==> src/rtl/cla_block_serial_adder.sv <==
// ---------------------------------------------------------------------------
// cla_block_serial_adder
//   Block-serial adder/subtractor. An accepted operand pair is processed one
//   BLOCK-bit group per clock, low group first. Within a group the carries
//   come from a carry-look-ahead network seeded by the carry left by the
//   previous group. The result is held until the consumer takes it.
//
//   state | meaning
//   ------+-------------------------------------------------------------
//   IDLE  | waiting for operands (in_ready = 1), last result held
//   CALC  | processing group k, one group per rising edge
//   DONE  | result valid (out_valid = 1), held until out_ready
//
// Ports
//   clk        : clock, rising edge
//   rst_n      : asynchronous active-low reset
//   in_valid   : operands and mode present
//   in_ready   : block can accept operands
//   a, b       : N-bit operands
//   cin        : carry-in (add) / borrow-in (sub)
//   sub        : 0 = a+b+cin, 1 = a-b-cin
//   out_valid  : result valid
//   out_ready  : consumer accepts result
//   sum        : N-bit registered result
//   cout       : carry out of MSB (sub: 1 = no borrow)
//   overflow   : two's-complement signed overflow
//   zero       : sum == 0
// ---------------------------------------------------------------------------
module cla_block_serial_adder #(
    parameter int N     = 16,
    parameter int BLOCK = 4
) (
    input  logic         clk,
    input  logic         rst_n,
    input  logic         in_valid,
    output logic         in_ready,
    input  logic [N-1:0] a,
    input  logic [N-1:0] b,
    input  logic         cin,
    input  logic         sub,
    output logic         out_valid,
    input  logic         out_ready,
    output logic [N-1:0] sum,
    output logic         cout,
    output logic         overflow,
    output logic         zero
);

    localparam int NB = N / BLOCK;
    localparam int KW = (NB > 1) ? $clog2(NB) : 1;

    typedef enum logic [1:0] {IDLE, CALC, DONE} state_t;

    state_t          state, state_nxt;
    logic [N-1:0]    a_reg, b_reg;
    logic            carry;
    logic [KW-1:0]   k;

    logic [BLOCK-1:0] grp_a, grp_b, grp_g, grp_p, grp_s;
    logic [BLOCK:0]   grp_c;
    logic             cl_acc, cl_term;
    logic [N-1:0]     grp_mask, sum_nxt;
    int               shamt;
    logic             accept, last_grp;

    // in_ready is gated by rst_n so it reads 0 while reset is held
    assign in_ready  = rst_n && (state == IDLE);
    assign out_valid = (state == DONE);
    assign accept    = in_valid && in_ready;
    assign last_grp  = (k == KW'(NB - 1));

    assign shamt = int'(k) * BLOCK;
    assign grp_a = BLOCK'(a_reg >> shamt);
    assign grp_b = BLOCK'(b_reg >> shamt);
    assign grp_g = grp_a & grp_b;
    assign grp_p = grp_a ^ grp_b;

    // Look-ahead: c[i+1] = g[i] | p[i]g[i-1] | ... | p[i..0]c[0],
    // each carry formed directly from g/p and the group carry-in.
    always_comb begin
        grp_c    = '0;
        cl_acc   = 1'b0;
        cl_term  = 1'b0;
        grp_c[0] = carry;
        for (int i = 0; i < BLOCK; i++) begin
            cl_acc = carry;
            for (int j = 0; j <= i; j++)
                cl_acc = cl_acc & grp_p[j];
            for (int j = 0; j <= i; j++) begin
                cl_term = grp_g[j];
                for (int m = j + 1; m <= i; m++)
                    cl_term = cl_term & grp_p[m];
                cl_acc = cl_acc | cl_term;
            end
            grp_c[i+1] = cl_acc;
        end
    end

    assign grp_s    = grp_p ^ grp_c[BLOCK-1:0];
    assign grp_mask = N'({BLOCK{1'b1}}) << shamt;
    assign sum_nxt  = (sum & ~grp_mask) | (N'(grp_s) << shamt);

    always_ff @(posedge clk or negedge rst_n) begin
        if (!rst_n)
            state <= IDLE;
        else
            state <= state_nxt;
    end

    always_comb begin
        state_nxt = state;
        case (state)
            IDLE:    if (accept)    state_nxt = CALC;
            CALC:    if (last_grp)  state_nxt = DONE;
            DONE:    if (out_ready) state_nxt = IDLE;
            default:                state_nxt = IDLE;
        endcase
    end

    always_ff @(posedge clk or negedge rst_n) begin
        if (!rst_n) begin
            a_reg    <= '0;
            b_reg    <= '0;
            carry    <= 1'b0;
            k        <= '0;
            sum      <= '0;
            cout     <= 1'b0;
            overflow <= 1'b0;
            zero     <= 1'b0;
        end else begin
            case (state)
                IDLE: begin
                    if (accept) begin
                        // subtraction as a + ~b + ~borrow_in
                        a_reg <= a;
                        b_reg <= sub ? ~b : b;
                        carry <= cin ^ sub;
                        k     <= '0;
                    end
                end
                CALC: begin
                    sum   <= sum_nxt;
                    carry <= grp_c[BLOCK];
                    k     <= k + KW'(1);
                    if (last_grp) begin
                        cout     <= grp_c[BLOCK];
                        overflow <= grp_c[BLOCK] ^ grp_c[BLOCK-1];
                        zero     <= (sum_nxt == '0);
                    end
                end
                default: ;
            endcase
        end
    end

endmodule

==> config.mk <==
export PLATFORM = sky130hd
export DESIGN_NAME = cla_block_serial_adder
export DESIGN_NICKNAME = d
export VERILOG_FILES = /design/src/rtl/cla_block_serial_adder.sv
export SDC_FILE = /design/constraint.sdc
export NUM_CORES = 1
export LEC_CHECK = 0
export CAP_MARGIN = 20
export CORE_AREA = 2 2 88 90
export DETAILED_ROUTE_END_ITERATION = 10
export DIE_AREA = 0 0 90 92
export SLEW_MARGIN = 20
export SYNTH_ARGS = -nofsm -noshare
export SYNTH_HDL_FRONTEND = slang
export SYNTH_SLANG_ARGS = --single-unit
export TNS_END_PERCENT = 1
==> constraint.sdc <==
create_clock -name clk -period 2.7 [get_ports clk]
set_input_delay 0.54 -clock clk [delete_from_list [all_inputs] [get_ports clk]]
set_output_delay 0.54 -clock clk [all_outputs]
set_load 0.02 [all_outputs]
==> summary.md, run 1 <==
| Metric | Value |
|---|---|
| Floorplan row count | `32` |
| Relative slew slack | `between 50% and 60%` |
| Crit path capture | `sum[11]$_DFFE_PN0P_` |
| Clock group share of total power | `9.4%` |
| Worst Tran Pin Value | `682 ps` |
| Part of the total power dissipated in sequential elements | `between 30% and 40%` |
| Async set-or-reset flop fraction in the synthesized netlist | `between 90% and 100%` |
| Static power due to leakage | `~1.5 nW` |
| R2r startpoint | `k[0]$_DFFE_PN0P_` |
| Fraction of synthesized cell area taken by the top area cell type | `between 40 and 50%` |
| Number of antenna violations at the first check in global routing | `0` |
| Switching pwr | `between 2 and 2.5 mW` |
| Average routed wire per standard cell | `around 14 um` |
| Synth-to-Final Area Change | `24.7%` |
| Area leader, netlist | `dfrtp_1` |
| Worst Reg-to-Reg Cells | `8` |
| Count of clock tree sinks | `56` |
| Overall die height | `slightly above 90 um` |
| Sequential-to-total area share from yosys stat | `between 40% and 50%` |
| Class of the most critical setup path | `flop to flop` |
| Multiplexer fraction of the synthesized cell area | `between 10 and 15%` |
| Worst setup path start | `k[0]$_DFFE_PN0P_` |
| Final number of setup-violating endpoints | `0` |
| Cell breakdown of the critical path | `buf_4 > mux4_2 > ha_1 > o21ai_1 > nand2b_2 > a21oi_4 > xnor2_1 > a22o_1` |
| Worst flop-to-flop path endpoint | `sum[11]$_DFFE_PN0P_` |
| Maximum number of pins on one net before global-route repair | `57` |
| Peak ir drop on the vdd network | `0.000465 V` |
| Total Die Area | `8280 um^2` |
| Pre-Repair DR Iteration Count | `4` |
| Per-instance average area after synthesis | `around 12 um^2` |
| Width of the chip | `90 um` |
| DRC violations left | `0` |
| Post-synth cell types | `36` |
| First-iteration detailed-routing DRC count | `70` |
| Worst clock skew on the final layout | `5.25 ps` |
| Post-DR vias/cell | `between 4 and 5` |
| Number of top-level design ports | `59` |
| Crit share post-route | `a little over 90%` |
| Fin crit period | `2470 ps` |
| Number of instances in the synthesized netlist | `around 240` |
| Core Box Area | `around 7400 um^2` |
| Largest cells by area after synthesis | `dfrtp_1, mux2_4, mux4_2` |
| CP required | `around 3000 ps` |
| Nets | `around 340` |
| CTS H-tree depth | `2` |
| Overall fraction of global-route tracks in use | `between 10 and 15%` |
| Maximum count of clock buffers along a single path | `2` |
| Overflow after GRT | `0` |
| RSZ-0062 raised after global routing | `false` |
| Worst slack after detailed placement | `between 100 and 150 ps` |
| Outcome | `completed` |
| Switching portion of total power | `a little over two fifths` |
| # Max-Cap Violations | `0` |
| Number of flops mapped to enable cells by yosys | `0` |
| Slew Viols, Final | `0` |
| Total count of hold-check failures in the final report | `0` |
| Worst setup slack after layout | `~230 ps` |
| Internal power contribution | `a little under 3 mW` |
| Adder and majority gate portion of the synthesized area | `~4.6%` |
| Clock latency of the later-clocked register in the worst-skew pair | `approximately 310 ps` |
| Compound-cell area share of the yosys netlist | `about 12%` |
| Wire length of the first global-routing pass | `roughly 10000 um` |
| Crit. End Element | `flop` |
| Total nets after synthesis | `roughly 280` |
| RePlAce Congestion | `about 0.8` |
| Most frequent cell after synthesis | `dfrtp_1` |
| Reg2reg setup slack | `around 230 ps` |
| Max Fclk | `406 MHz` |
| Pwr Density | `1380 nW/um^2` |
| Combined area of all synthesized cells | `about 2900 um^2` |
| Number of warnings reported in the yosys synthesis log | `0` |
| Layout cells sized above 1 | `15.3%` |
| Basic-gate share of the synthesized area counting and, or, nand and nor cells | `7.84%` |
| Worst path slowest cell | `mux4_2` |
| CTS root buffer | `clkbuf_8` |
| Synthesis-stage register bit count | `56` |
| Number of buffers inserted by post-CTS setup repair | `0` |
| Critical path arrival | `between 2000 and 3000 ps` |
| Half-perimeter wire length after detailed placement | `approximately 4300 um` |
| Via count of the first global-routing pass | `about 2,000` |
| Number of buffers added on ports | `slightly below 60` |
| Worst hold-check path type | `primary input to asynchronous set/reset pin` |
| Total routed wirelength | `between 5000 and 6000 um` |
| TritonCTS clock tree | `yes` |
| Initial Util | `roughly two fifths` |
| Top_reg_cell synth | `dfrtp_1` |
| Largest fanout on the critical path | `10` |
| Clock buffers created by TritonCTS | `5` |
| Synth cell count leaders | `dfrtp_1, nor2_1, xnor2_1` |
| Largest incremental delay on the critical path | `520 ps` |
| Category of the worst setup path launch point | `flop` |
| Clock transition at path regs | `around 90 ps` |
| Antenna-violating nets left | `0` |
| Largest family of logic cells by synthesized area | `multiplexers` |
| Post-route setup TNS | `0 ps` |
| Combinational share of power | `between 50% and 60%` |
| Post-synthesis share of cell area spent on xor and xnor gates | `roughly 6%` |
| Diode count | `0` |
| Total vias in the final route | `between 1,500 and 2,000` |
[metrics by stage]
| step | util (%) | cell area (um^2) | total power, mW | std cells | hold slack [ps] |
|---|---|---|---|---|---|
| after floorplan | - | 2890 | 3.66 | 235 | 244 |
| after global placement | 47.1 | 3510 | 4.48 | 389 | 467 |
| after detailed placement | 47.1 | 3510 | 4.53 | 389 | 472 |
| after CTS | 48.3 | 3600 | 5.00 | 397 | 420 |
| after global routing | 48.4 | 3600 | 5.40 | 397 | 446 |
| final | 48.4 | 3600 | 4.96 | 397 | 389 |
[critical path: cells and delay by family, from the launching register on]
family,cells,cell delay [ps]
AO/OA/AOI/OAI,3,520
XOR/XNOR,1,240
adder cells (fa/ha/maj),1,330
buffers and inverters,1,220
flip-flops,1,450
multiplexers,1,520
AND/OR/NAND/NOR,1,130
[timing repair]
action,4_1_cts,5_1_grt
gates resized for setup,0,1
hold buffers,0,0
setup endpoints to repair,0,5
[final cells by class]
| class | count | area [um^2] |
|---|---|---|
| Clock buffer | 8 | 90.1 |
| Fill cell | 717 | 3850 |
| Inverter | 11 | 41.3 |
| Multi-Input combinational cell | 155 | 1310 |
| Sequential cell | 56 | 1400 |
| Tap cell | 102 | 128 |
| Timing Repair Buffer | 65 | 628 |
[layer usage]
layer	up-vias	GRT usage [%]	wire, um
li1	946	-	-
met1	926	19.6	2710
met2	44	24.9	2640
met3	8	2.88	221
met4	0	5.77	80
met5	-	0	0
[worst min path at each step]
| stage | depth (start not counted) | slack, ps | end |
|---|---|---|---|
| 5_1_grt | 2 | 450 | a_reg[6]$_DFFE_PN0P_ |
| 3_5_place_dp | 2 | 470 | cout$_DFFE_PN0P_ |
| 2_1_floorplan | 0 | 240 | a_reg[0]$_DFFE_PN0P_ |
| 3_3_place_gp | 2 | 470 | cout$_DFFE_PN0P_ |
| 6_report | 2 | 390 | a_reg[2]$_DFFE_PN0P_ |
| 4_1_cts | 2 | 420 | a_reg[2]$_DFFE_PN0P_ |
[cells in the final DEF, fill, tap and decap left out, types with 2 or more instances in the layout]
cell / n
clkdlybuf4s50_1: 57
dfrtp_1: 55
nor2_1: 21
xnor2_1: 20
a21oi_1: 18
a22o_1: 15
mux2_4: 13
inv_1: 11
nand2_1: 11
ha_1: 9
mux4_2: 8
buf_4: 7
clkbuf_8: 6
nor3_1: 5
o21ai_0: 5
a31oi_1: 4
mux2_2: 3
nand2b_1: 2
o21ai_1: 2
nand4_1: 2
nor4_1: 2
o31ai_1: 2
clkbuf_1: 2
[kinds of logic (layout without fill, tap and decap cells)]
logic type | after synthesis | count (layout)
muxes | 25 | 25
adders and majority gates | 10 | 10
AOI/OAI and AO/OA | 52 | 52
buffers and inverters | 24 | 84
and+or+nand+nor | 48 | 48
xor gates and xnor gates | 20 | 20
DFF | 56 | 56
[power groups by stage]
stage / logic, mW / registers (mW) / clock network (mW)
3_5_place_dp: 2.97 / 1.56 / 0
5_1_grt: 3.28 / 1.60 / 0.515
4_1_cts: 2.98 / 1.55 / 0.478
2_1_floorplan: 2.06 / 1.59 / 0
6_report: 2.96 / 1.54 / 0.465
3_3_place_gp: 2.92 / 1.56 / 0
Note: power is estimated with default switching activity, not from simulation.
==> inputs of run 2 (changes only) <==
Settings changed: GPL_TIMING_DRIVEN set to 0.
==> run 2 against run 1 <==
Net effect:
- first-iteration DRC count rose by 7.1%
- worst setup slack got worse by 71 ps
- core utilization rose by 1.8 points
- largest cell class unchanged
==> summary.md, run 2 (synthesized netlist as in run 1, its figures left out) <==
| Metric | Value |
|---|---|
| Maximum number of pins on one net before global-route repair | `58 (was 57)` |
| Pre-Repair DR Iteration Count | `4 (unchanged)` |
| Post-CTS Hold Fix Bufs | `0 (unchanged)` |
| Number of buffers added on ports | `57 (was 58)` |
| Layout cells sized above 1 | `18.7% (was 15.3%)` |
| Worst flop-to-flop path endpoint | `zero$_DFFE_PN0P_ (was sum[11]$_DFFE_PN0P_)` |
| Worst slack after detailed placement | `-45.9 ps (was 137 ps)` |
| CTS root buffer | `clkbuf_8 (unchanged)` |
| Wire length of the first global-routing pass | `9780 um (was 9890 um)` |
| Largest fanout on the critical path | `10 (unchanged)` |
| Half-perimeter wire length after detailed placement | `4410 um (was 4320 um)` |
| Fin crit period | `2540 ps (was 2470 ps)` |
| Maximum count of clock buffers along a single path | `2 (unchanged)` |
| Average routed wire per standard cell | `14.8 um (was 14.2 um)` |
| Worst Tran Pin Value | `499 ps (was 682 ps)` |
| TritonCTS clock tree | `yes (unchanged)` |
| Antenna-violating nets left | `0 (unchanged)` |
| CTS H-tree depth | `2 (unchanged)` |
| CP required | `2910 ps (was 2950 ps)` |
| Overflow after GRT | `0 (unchanged)` |
| Relative slew slack | `66.5% (was 54.6%)` |
| Met2 wire length | `2860 um (was 2640 um)` |
| Nets | `347 (was 342)` |
| Clock transition at path regs | `90 ps (about the same)` |
| Post-route setup TNS | `0 ps (unchanged)` |
| First-iteration detailed-routing DRC count | `75 (was 70)` |
| Number of antenna violations at the first check in global routing | `0 (unchanged)` |
| Max Fclk | `394 MHz (was 406 MHz)` |
| Total routed wirelength | `5930 um (was 5660 um)` |
| Most common cell after layout, fill and taps aside | `clkdlybuf4s50_1 (unchanged)` |
| Worst clock skew on the final layout | `1.71 ps (was 5.25 ps)` |
| Clock latency of the later-clocked register in the worst-skew pair | `300 ps (was 310 ps)` |
| Floorplan row count | `32 (unchanged)` |
| Reg2reg setup slack | `160 ps (was 230 ps)` |
| Class of the most critical setup path | `flop to flop (unchanged)` |
| DRC violations left | `0 (unchanged)` |
| Peak ir drop on the vdd network | `0.000587 V (was 0.000465 V)` |
| Total count of hold-check failures in the final report | `0 (unchanged)` |
| Width of the chip | `90 um (unchanged)` |
| RePlAce Congestion | `0.888 (was 0.816)` |
| Initial Util | `38.8% (unchanged)` |
| Core Box Area | `7450 um^2 (unchanged)` |
| Total Die Area | `8280 um^2 (unchanged)` |
| R2r startpoint | `k[0]$_DFFE_PN0P_ (unchanged)` |
| Final design utilization | `50.1% (was 48.4%)` |
| Routed length on met1 | `2710 um (about the same)` |
| RSZ-0062 raised after global routing | `false (unchanged)` |
| Filler-free cell count of the finished design | `402 (was 397)` |
| Critical path arrival | `2740 ps (was 2720 ps)` |
| Highest metal layer with signal wires | `met4 (unchanged)` |
| Length of routed met3 wiring | `294 um (was 221 um)` |
| Category of the worst setup path launch point | `flop (unchanged)` |
| Static power due to leakage | `1.56 nW (was 1.50 nW)` |
| Diode count | `0 (unchanged)` |
| Clock buffers created by TritonCTS | `5 (unchanged)` |
| Worst Reg-to-Reg Cells | `8 (unchanged)` |
| # Max-Cap Violations | `0 (unchanged)` |
| Overall fraction of global-route tracks in use | `15.1% (was 15.0%)` |
| Final number of setup-violating endpoints | `0 (unchanged)` |
| Via count of the first global-routing pass | `2,004 (was 2,017)` |
| Worst hold-check path type | `primary input to asynchronous set/reset pin (unchanged)` |
| Count of clock tree sinks | `56 (unchanged)` |
| Worst setup slack after layout | `163 ps (was 234 ps)` |
| Number of top-level design ports | `59 (unchanged)` |
| Synth-to-Final Area Change | `29.2% (was 24.7%)` |
| Overall die height | `92 um (unchanged)` |
| Commonest cells after routing, fill and taps aside | `clkdlybuf4s50_1, dfrtp_1, nor2_1 (unchanged)` |
| Post-DR vias/cell | `4.88 (was 4.85)` |
| Slew Viols, Final | `0 (unchanged)` |
| Crit. End Element | `flop (unchanged)` |
| Total vias in the final route | `1,963 (was 1,924)` |
| Crit share post-route | `94.0% (was 91.3%)` |
| Cell count after placement | `394 (was 389)` |
| Post-route worst hold slack | `177 ps (was 389 ps)` |
| Number of buffers inserted by post-CTS setup repair | `0 (unchanged)` |
| Pwr Density | `1400 nW/um^2 (was 1380 nW/um^2)` |
| Outcome | `completed (unchanged)` |
run 2: per-stage QoR:
stage | area, um^2 | power [mW]
detailed placement | 3580 | 4.58
global route | 3730 | 5.64
CTS | 3700 | 5.17
finish | 3730 | 5.22
floorplan | 2890 | 3.66
global placement | 3590 | 4.51
run 2: how the worst max path moves through the flow:
stage / from / endpoint / cells after the start
finish: k[0]$_DFFE_PN0P_ / zero$_DFFE_PN0P_ / 8
global route: k[0]$_DFFE_PN0P_ / sum[10]$_DFFE_PN0P_ / 8
CTS: rst_n / in_ready / 3
detailed placement: k[0]$_DFFE_PN0P_ / zero$_DFFE_PN0P_ / 8
global placement: rst_n / in_ready / 3
floorplan: k[0]$_DFFE_PN0P_ / sum[11]$_DFFE_PN0P_ / 9
run 2: layout make-up:
type | count | area, um^2
Multi-Input combinational cell | 155 | 1360
Fill cell | 675 | 3710
Buffer | 13 | 144
Inverter | 11 | 41.3
Clock buffer | 8 | 90.1
Sequential cell | 56 | 1400
Timing Repair Buffer | 57 | 572
Tap cell | 102 | 128
run 2: power breakdown:
group	internal [mW]	total, mW	switching (mW)
Combinational	1.59	3.27	1.68
Sequential	1.24	1.50	0.255
Clock	0.210	0.460	0.250
run 2: worst max-delay path, cell delays in order, from the launching register on:
cell and delay, ps:
dfrtp_1 410, buf_6 160, buf_8 160, mux4_2 560
ha_4 280, xnor2_2 200, a32oi_2 270, o211ai_1 120
o31ai_1 270
run 2: repair_timing:
| item | CTS | global route |
|---|---|---|
| endpoints found under the hold margin | 0 | 0 |
| endpoints found under the setup margin | 5 | 13 |
| pin swaps | 0 | 2 |
| resized for setup | 4 | 7 |
run 2: metal layers:
metal / track usage [%] / vias to the layer above
met5: 0 / -
met1: 19.4 / 946
li1: - / 957
met3: 3.04 / 7
met2: 25.5 / 53
met4: 5.26 / 0
==> inputs of run 3 (changes only) <==
Settings changed: CORE_AREA 2 2 88 90 to 2 2 102 104, CTS_BUF_LIST set to sky130_fd_sc_hd__clkbuf_16, DIE_AREA 0 0 90 92 to 0 0 104 106, REMOVE_ABC_BUFFERS set to 1.
==> run 3 against run 2 <==
Net effect:
- sequential cell count stayed put
- clock-buffer cell count is 3 lower
- final cell count is 6.7% higher
- maximum frequency hardly changed
- worst setup slack hardly changed
- wire length is 3.1% higher
- global-route usage is 3.5 points lower
- design area is 0.57% lower
- critical path depth stayed put
- critical path type unchanged
- critical endpoint is now sum[11]$_DFFE_PN0P_
- largest power group unchanged
==> summary.md, run 3 (synthesized netlist as in run 1, its figures left out) <==
| Metric | Value |
|---|---|
| Final number of setup-violating endpoints | `0 (unchanged)` |
| Core Box Area | `10000 um^2 (was 7450 um^2)` |
| RePlAce Congestion | `0.783 (was 0.888)` |
| Commonest cells after routing, fill and taps aside | `clkdlybuf4s50_1, dfrtp_1, nor2_1 (unchanged)` |
| Antenna-violating nets left | `0 (unchanged)` |
| Most common cell after layout, fill and taps aside | `clkdlybuf4s50_1 (unchanged)` |
| Half-perimeter wire length after detailed placement | `4170 um (was 4410 um)` |
| Worst Tran Pin Value | `995 ps (was 499 ps)` |
| Number of buffers added on ports | `58 (was 57)` |
| Worst setup path start | `k[0]$_DFFE_PN0P_ (unchanged)` |
| Initial Util | `28.9% (was 38.8%)` |
| Final design utilization | `37.1% (was 50.1%)` |
| # Max-Cap Violations | `0 (unchanged)` |
| CTS H-tree depth | `2 (unchanged)` |
| Maximum count of clock buffers along a single path | `2 (unchanged)` |
| CTS root buffer | `clkbuf_16 (was clkbuf_8)` |
| Pwr Density | `1420 nW/um^2 (was 1400 nW/um^2)` |
| Floorplan row count | `37 (was 32)` |
| Layout cells sized above 1 | `16.0% (was 18.7%)` |
| Peak ir drop on the vdd network | `0.000621 V (was 0.000587 V)` |
| Number of top-level design ports | `59 (unchanged)` |
| Synth-to-Final Area Change | `28.5% (was 29.2%)` |
| Clock transition at path regs | `80 ps (was 90 ps)` |
| Total routed wirelength | `6110 um (was 5930 um)` |
| Nets | `340 (was 347)` |
| DRC violations left | `0 (unchanged)` |
| Cell breakdown of the critical path | `mux4_2 > ha_1 > ha_1 > o21ai_1 > nand2b_2 > a21oi_4 > xnor2_2 > a22o_1 (was buf_6 > buf_8 > mux4_2 > ha_4 > xnor2_2 > a32oi_2 > o211ai_1 > o31ai_1)` |
| Worst Reg-to-Reg Cells | `8 (unchanged)` |
| Slew Viols, Final | `0 (unchanged)` |
| RSZ-0062 raised after global routing | `false (unchanged)` |
| Crit. End Element | `flop (unchanged)` |
| Worst path slowest cell | `mux4_2 (unchanged)` |
| Critical path arrival | `2720 ps (was 2740 ps)` |
| Overall die height | `106 um (was 92 um)` |
| Clock buffers created by TritonCTS | `5 (unchanged)` |
| Total count of hold-check failures in the final report | `0 (unchanged)` |
| Clock latency of the later-clocked register in the worst-skew pair | `290 ps (was 300 ps)` |
| First-iteration detailed-routing DRC count | `49 (was 75)` |
| Class of the most critical setup path | `flop to flop (unchanged)` |
| CP required | `2880 ps (was 2910 ps)` |
| Wire length of the first global-routing pass | `10,200 um (was 9780 um)` |
| Overall fraction of global-route tracks in use | `11.6% (was 15.1%)` |
| Largest fanout on the critical path | `6 (was 10)` |
| R2r startpoint | `k[0]$_DFFE_PN0P_ (unchanged)` |
| Outcome | `completed (unchanged)` |
| Relative slew slack | `33.5% (was 66.5%)` |
| Width of the chip | `104 um (was 90 um)` |
| Largest incremental delay on the critical path | `540 ps (was 560 ps)` |
| Static power due to leakage | `1.53 nW (was 1.56 nW)` |
| Total Die Area | `11,000 um^2 (was 8280 um^2)` |
| Fin crit period | `2540 ps (about the same)` |
| Total vias in the final route | `1,967 (was 1,963)` |
| Worst clock skew on the final layout | `7.89 ps (was 1.71 ps)` |
| Overflow after GRT | `0 (unchanged)` |
| Number of antenna violations at the first check in global routing | `0 (unchanged)` |
| Critical path's most frequent cell | `ha_1` |
| Max Fclk | `394 MHz (about the same)` |
| Diode count | `0 (unchanged)` |
| Post-CTS Hold Fix Bufs | `0 (unchanged)` |
| Count of clock tree sinks | `56 (unchanged)` |
| Post-route setup TNS | `0 ps (unchanged)` |
| Crit share post-route | `94.0% (about the same)` |
| Category of the worst setup path launch point | `flop (unchanged)` |
| Pre-Repair DR Iteration Count | `4 (unchanged)` |
| TritonCTS clock tree | `yes (unchanged)` |
| Worst hold-check path type | `primary input to asynchronous set/reset pin (unchanged)` |
| Average routed wire per standard cell | `14.3 um (was 14.8 um)` |
| Via count of the first global-routing pass | `2,013 (was 2,004)` |
| Maximum number of pins on one net before global-route repair | `58 (unchanged)` |
| Post-DR vias/cell | `4.59 (was 4.88)` |
==> run 3: cell count changes in the layout (fill, tap and decap cells not counted), sizes merged <==
cell           before  now
buf                14    6
clkbuf              8    5
clkdlybuf4s50      56   57
clkinv              0    1
clkinvlp            0    1
inv                11   12
==> run 3: final timing paths <==
check	end	slack, ps
min reg2reg	cout$_DFFE_PN0P_	490
min in group clk	cout$_DFFE_PN0P_	490
max reg2reg	sum[11]$_DFFE_PN0P_	160
max in group asynchronous	k[1]$_DFFE_PN0P_	2090
max	sum[11]$_DFFE_PN0P_	160
min	a_reg[6]$_DFFE_PN0P_	190
==> run 3: power by group <==
part	internal (mW)	leakage [nW]	switching, mW
Combinational	1.47	0.792	1.61
Sequential	1.25	0.666	0.298
Clock	0.343	0.0712	0.310
Total	3.07	1.53	2.21
==> run 3: layer usage <==
metal	GRT usage (%)	vias to the layer above	routed length, um
met1	15.2	969	2860
met2	19.1	50	2840
met4	3.57	0	60
met5	0	-	0
li1	-	943	-
met3	2.70	5	356
==> run 3: metrics by stage <==
| step | total power [mW] | hold WS [ps] | std cells | instance area [um^2] | setup slack (ps) |
|---|---|---|---|---|---|
| 2_1_floorplan | 3.55 | 244 | 222 | 2750 | 59.5 |
| 3_3_place_gp | 4.44 | 468 | 416 | 3500 | -1840 |
| 3_5_place_dp | 4.52 | 480 | 416 | 3500 | -491 |
| 4_1_cts | 5.25 | 330 | 429 | 3690 | 44.5 |
| 5_1_grt | 5.69 | 246 | 429 | 3710 | 26.4 |
| 6_report | 5.28 | 190 | 429 | 3710 | 163 |
==> run 3: timing repair <==
action	CTS	global route
setup buffers	5	0
setup endpoints to repair	16	6
resized for setup	3	4
==> run 3: cell type report <==
class | instances | area (um^2)
Inverter | 11 | 41.3
Multi-Input combinational cell | 155 | 1330
Clock buffer | 5 | 125
Sequential cell | 56 | 1410
Clock inverter | 3 | 20.0
Tap cell | 136 | 170
Fill cell | 1024 | 6290
Timing Repair Buffer | 63 | 619
==> run 3: critical path, delay by kind of cell (launching register included) <==
family | cells | cell delay (ps)
compound gates | 3 | 630
mux | 1 | 540
flops | 1 | 490
fa+ha+maj | 2 | 490
simple gates | 1 | 140
xor+xnor | 1 | 140
